===== config.mk =====
export PLATFORM = sky130hd
export DESIGN_NAME = keypad_digit_display
export DESIGN_NICKNAME = d
export VERILOG_FILES = /design/src/rtl/keypad_digit_display.sv
export SDC_FILE = /design/constraint.sdc
export NUM_CORES = 1
export LEC_CHECK = 0
export ABC_AREA = 1
export BUFFER_PORTS_ARGS = -buffer_cell sky130_fd_sc_hd__buf_2
export CORE_ASPECT_RATIO = 1.1
export CORE_MARGIN = 5
export CORE_UTILIZATION = 52
export DETAILED_ROUTE_END_ITERATION = 6
export PLACE_DENSITY = 0.83
export SETUP_SLACK_MARGIN = 0.05
export SKIP_CTS_REPAIR_TIMING = 1
export SLEW_MARGIN = 20
export SYNTH_ARGS = -nofsm -noshare
export SYNTH_HDL_FRONTEND = slang
export SYNTH_SLANG_ARGS = --single-unit

===== constraint.sdc =====
create_clock -name clk -period 2.7 [get_ports clk]
set_input_delay 0.675 -clock clk [delete_from_list [all_inputs] [get_ports clk]]
set_output_delay 0.675 -clock clk [all_outputs]
set_load 0.02 [all_outputs]

===== src/rtl/keypad_digit_display.sv =====
// keypad_digit_display
//   Consumes the keypad scanner's key-valid strobe and key code. It keeps an
//   8-digit decimal entry buffer, with backspace (0xB) and clear (0xC). It
//   drives an 8-digit multiplexed common-anode seven-segment display.
//
// Ports
//   clk          system clock, all state on rising edge
//   reset        synchronous active-low reset
//   keyboard_en  key-valid from scanner (may be held for many cycles)
//   keyboard_num key code, valid while keyboard_en=1
//   bcd_value    packed BCD buffer, [3:0] = newest digit, empty nibbles = 0
//   digit_cnt    number of valid digits, 0..8
//   buf_full     high when digit_cnt == 8
//   led_en       active-low digit enables, exactly one bit low
//   led_seg      active-low segments {a,b,c,d,e,f,g}
module keypad_digit_display #(
  parameter int SCAN_DIV = 200000
) (
  input  logic        clk,
  input  logic        reset,
  input  logic        keyboard_en,
  input  logic [3:0]  keyboard_num,
  output logic [31:0] bcd_value,
  output logic [3:0]  digit_cnt,
  output logic        buf_full,
  output logic [7:0]  led_en,
  output logic [6:0]  led_seg
);

  localparam int            CW        = $clog2(SCAN_DIV);
  localparam logic [CW-1:0] SCAN_LAST = CW'(SCAN_DIV - 1);
  localparam logic [CW-1:0] SCAN_ONE  = CW'(1);

  // Active-low segment pattern for one BCD digit; non-decimal codes blank.
  function automatic logic [6:0] seg7(input logic [3:0] d);
    logic [6:0] s;
    case (d)
      4'd0:    s = 7'b0000001;
      4'd1:    s = 7'b1001111;
      4'd2:    s = 7'b0010010;
      4'd3:    s = 7'b0000110;
      4'd4:    s = 7'b1001100;
      4'd5:    s = 7'b0100100;
      4'd6:    s = 7'b0100000;
      4'd7:    s = 7'b0001111;
      4'd8:    s = 7'b0000000;
      4'd9:    s = 7'b0000100;
      default: s = 7'b1111111;
    endcase
    return s;
  endfunction

  logic          r_en_q;
  logic [31:0]   r_bcd;
  logic [3:0]    r_cnt;
  logic          r_full;
  logic [CW-1:0] r_scan_cnt;
  logic [2:0]    r_scan_idx;
  logic [7:0]    r_led_en;
  logic [6:0]    r_led_seg;

  logic          w_accept;
  logic [31:0]   w_bcd_nxt;
  logic [3:0]    w_cnt_nxt;
  logic          w_wrap;
  logic [CW-1:0] w_scan_cnt_nxt;
  logic [2:0]    w_idx_nxt;
  logic [3:0]    w_nibble;
  logic          w_lit;
  logic [6:0]    w_seg_nxt;
  logic [7:0]    w_en_nxt;

  // Rising-edge detect on keyboard_en, then buffer edit for the accepted key.
  always_comb begin
    w_accept  = keyboard_en & ~r_en_q;
    w_bcd_nxt = r_bcd;
    w_cnt_nxt = r_cnt;
    if (w_accept) begin
      case (keyboard_num)
        4'h0, 4'h1, 4'h2, 4'h3, 4'h4,
        4'h5, 4'h6, 4'h7, 4'h8, 4'h9: begin
          // A full buffer ignores further digits rather than wrapping.
          if (r_cnt < 4'd8) begin
            w_bcd_nxt = {r_bcd[27:0], keyboard_num};
            w_cnt_nxt = r_cnt + 4'd1;
          end else begin
            w_bcd_nxt = r_bcd;
            w_cnt_nxt = r_cnt;
          end
        end
        4'hB: begin
          if (r_cnt != 4'd0) begin
            w_bcd_nxt = {4'h0, r_bcd[31:4]};
            w_cnt_nxt = r_cnt - 4'd1;
          end else begin
            w_bcd_nxt = r_bcd;
            w_cnt_nxt = r_cnt;
          end
        end
        4'hC: begin
          w_bcd_nxt = 32'h0000_0000;
          w_cnt_nxt = 4'd0;
        end
        default: begin
          w_bcd_nxt = r_bcd;
          w_cnt_nxt = r_cnt;
        end
      endcase
    end else begin
      w_bcd_nxt = r_bcd;
      w_cnt_nxt = r_cnt;
    end
  end

  // Scan position and the segment data for the digit selected next cycle.
  // Segments are recomputed every cycle from the post-edit buffer, so an
  // edit shows immediately and a coincident wrap uses the new contents.
  always_comb begin
    w_wrap = (r_scan_cnt == SCAN_LAST);
    if (w_wrap) begin
      w_scan_cnt_nxt = {CW{1'b0}};
      w_idx_nxt      = r_scan_idx + 3'd1;
    end else begin
      w_scan_cnt_nxt = r_scan_cnt + SCAN_ONE;
      w_idx_nxt      = r_scan_idx;
    end
    w_nibble  = w_bcd_nxt[{w_idx_nxt, 2'b00} +: 4];
    w_lit     = ({1'b0, w_idx_nxt} < w_cnt_nxt);
    w_seg_nxt = w_lit ? seg7(w_nibble) : 7'b1111111;
    w_en_nxt  = ~(8'b0000_0001 << w_idx_nxt);
  end

  // State registers. During reset en_q still tracks keyboard_en, so a key
  // held across reset is not taken as a fresh press once reset releases.
  always_ff @(posedge clk) begin
    if (!reset) begin
      r_en_q     <= keyboard_en;
      r_bcd      <= 32'h0000_0000;
      r_cnt      <= 4'd0;
      r_full     <= 1'b0;
      r_scan_cnt <= {CW{1'b0}};
      r_scan_idx <= 3'd0;
      r_led_en   <= 8'b1111_1110;
      r_led_seg  <= 7'b1111111;
    end else begin
      r_en_q     <= keyboard_en;
      r_bcd      <= w_bcd_nxt;
      r_cnt      <= w_cnt_nxt;
      r_full     <= (w_cnt_nxt == 4'd8);
      r_scan_cnt <= w_scan_cnt_nxt;
      r_scan_idx <= w_idx_nxt;
      r_led_en   <= w_en_nxt;
      r_led_seg  <= w_seg_nxt;
    end
  end

  assign bcd_value = r_bcd;
  assign digit_cnt = r_cnt;
  assign buf_full  = r_full;
  assign led_en    = r_led_en;
  assign led_seg   = r_led_seg;

endmodule


==> impl_metrics.yaml <==
status:
  result_of_the_run: "finished clean"
die:
  starting_utilization_of_the_core_area_pct: 53.0
  fp.dieArea_um2: 9920
  dieWidth_um: 95.4
  die_y_um: 104
  placeableCoreArea_um2: 7870
  number_of_rows_created_at_floorplan: 34
  boundaryPins: 59
worst_setup_path:
  path_common_cell: "sky130_fd_sc_hd__nand2_1"
  cp.arrival_ns: 2.87
  cp-end-kind: "flop"
  cp_class: "flop to flop"
  timing.critical_path.required_ns: 2.99
  crit_path_cell_trace: "inv_2 > ha_2 > nand2_1 > nor2_1 > nand2_1 > nand2_4 > buf_12 > o21ai_1 > nand2_1 > nand2_1 > nand2_1 > nand2_1 > nand2_1 > o21ai_2 > ha_1 > nand3_1 > nand3_1 > nand3_1"
  critical_path.top_delay_family: "simple AND/OR/NAND/NOR gates"
  crit_path_top_delay_cell: "sky130_fd_sc_hd__dfxtp_2"
  path_buf_inv: 2
  start_kind: "flop"
  critPathMaxFanout: 10
  slowest_delay_ns: 0.36
synth:
  yosys.area.top_type_share_pct: 35.5
  mapped_cell_area_um2: 4170
  synth.lib_cells_used.distinct: 38
  postSynthAreaPerCell_um2: 6.53
  synth-seq-area-share_pct: 35.5
  synthTopCellsByArea: "sky130_fd_sc_hd__dfxtp_1 (36%), sky130_fd_sc_hd__nand2_1 (19%), sky130_fd_sc_hd__nand3_1 (7.2%)"
  yosys.area.top_type: "sky130_fd_sc_hd__dfxtp_1"
  yosysWarningCount: 0
  synth_seq_cells: 74
  synthesis.nets: 658
  netlist_instances: 639
timing:
  timing.fmax_mhz: 388
  final_max_slew_viol_count: 0
  worst-slew-pin-transition_ns: 0.446
  final_hold_viol_count: 0
  min_cycle_time_layout_ns: 2.58
  worst_case_clock_skew_ns: 0.0112
  final.setup.tns_ns: 0
  report.final.setup_viol: 0
  setup_repair_after_global_routing_missed_its_margin: "true"
  final.period_utilization_pct: 95.5
  slew_headroom_pct: 70.2
pwr:
  total_power_w: 0.00219
  ir_worst_vdd_mv: 0.307
  pwr-share-comb_pct: 14.1
  cellLeakagePower_nw: 2.41
  switching_power_w: 0.000619
  internal_power_w: 0.00157
  netSwitchingFraction_pct: 28.2
  seqPwrFrac_pct: 51.6
  clockPowerShare_pct: 34.3
  pwr_density_cell_nw_per_um2: 436
clock_tree:
  clock_pin_slew_on_the_worst_setup_and_hold_paths_ns: 0.08
  worst_skew_pair.late_latency_ns: 0.35
  cts_sinks: 74
  cts_tree: "yes"
  cts_max_path_buffers: 2
  ctsHtreeMaxLevel: 3
  clk_root_buffer_cell: "sky130_fd_sc_hd__clkbuf_8"
  cts-buffers-inserted: 9
layout:
  final.fill_count: 676
  layout-area-overhead-vs-synth_pct: 20.5
  n_antenna_cell: 0
  final_common_cell: "sky130_fd_sc_hd__nand2_1"
  multi_input_area_um2: 2360
  post_route_cells_drive_above_1_share_pct: 21.4
  seq_area_um2: 1480
  num-nets-final: 750
  final_cell_mix: "sky130_fd_sc_hd__nand2_1 (211), sky130_fd_sc_hd__dfxtp_1 (73), sky130_fd_sc_hd__buf_2 (58)"
global_routing:
  grt_overflow: 0
  antenna_found_initial: 0
  number_of_global_route_vias_before_repair: 4166
  grt_start_max_net_pins: 37
  grt_first_pass_wirelength_um: 19000
  grt_use_total_pct: 23.6
route:
  wl_per_instance_um: 14.0
  ant_nets: 0
  drc_errors: 0
  drt_iter0_markers: 370
  drtPass1Iterations: 5
  totalWireLength_um: 11800
  num_vias: 4515
  post_drt_via_cell_ratio: 5.36
flow_run:
  maxCapViolCount: 0
placed_design:
  gpl.final_weighted_congestion: 1.00
  dp_hpwl_um: 8590
  io_buffers: 58
worst_hold_path:
  hold_class: "flop to flop"
power by group through the flow:
stage                     clock network [W]  registers (W)  logic, W
after floorplan                           0        0.00118  0.000168
after global placement                    0        0.00116  0.000291
after detailed placement                  0        0.00116  0.000297
after CTS                          0.000758        0.00113  0.000298
after global routing               0.000805        0.00114  0.000338
final                              0.000753        0.00113  0.000308
path summary, 6_finish.rpt:
kind	slack [ns]	cells after the start	to	startpoint
min	0.45	1	r_scan_cnt[0]	r_scan_cnt[0]
max reg2reg	0.12	18	led_seg[3]	digit_cnt[0]
max	0.12	18	led_seg[3]	digit_cnt[0]
min reg2reg	0.45	1	r_scan_cnt[0]	r_scan_cnt[0]
kinds of logic after synthesis:
group | synth area share (%)
buffers and inverters | 9.66
flip-flops | 35.5
adder cells (fa/ha/maj) | 3.60
AO/OA/AOI/OAI | 12.7
XOR/XNOR | 1.47
AND/OR/NAND/NOR | 37.1
state kept, by name, indices dropped and copies added (netlist names):
name        cells
bcd_value      32
buf_full        1
digit_cnt       4
led_en          8
led_seg         7
r_en_q          1
r_scan_cnt     18
r_scan_idx      3
synth_stat cells (all sizes together):
master    n
nand2   225
dfxtp    74
inv      67
nand3    63
nor2     57
o21ai    46
a21oi    39
buf      15
ha       12
a31oi     6
clkbuf    6
nor3      6
nand4     5
xnor2     5
o21a      3
xor2      2
a21boi    1
a22oi     1
and3      1
nand3b    1
nor3b     1
nor4      1
o211ai    1
o32ai     1
metrics by stage:
stage	cells	cell area, um^2	utilization, %	hold WS (ns)	setup WS, ns
2_1_floorplan	639	4170	-	0.413	0.151
3_3_place_gp	822	4760	60.5	0.423	-0.0115
3_5_place_dp	822	4760	60.5	0.440	-0.0857
4_1_cts	836	4920	62.5	0.450	0.00849
5_1_grt	842	5030	63.9	0.473	-0.0407
6_report	842	5030	63.9	0.450	0.120
layout make-up:
cell class	count	area share, %
multi-input combinational	478	46.9
clock inverter	3	0.349
inverter	67	5.05
sequential	74	29.5
clock buffer	11	2.81
timing repair buffer	101	12.7
tap	108	2.69
routing by layer:
metal  track usage, %  vias up  wire, um
met5                0        -         0
met4             7.11        0       151
met3             4.34       16      1060
met2             40.0      237      5710
met1             29.9     2032      4850
li1                 -     2230         -
Power figures use the tool's default switching activity.
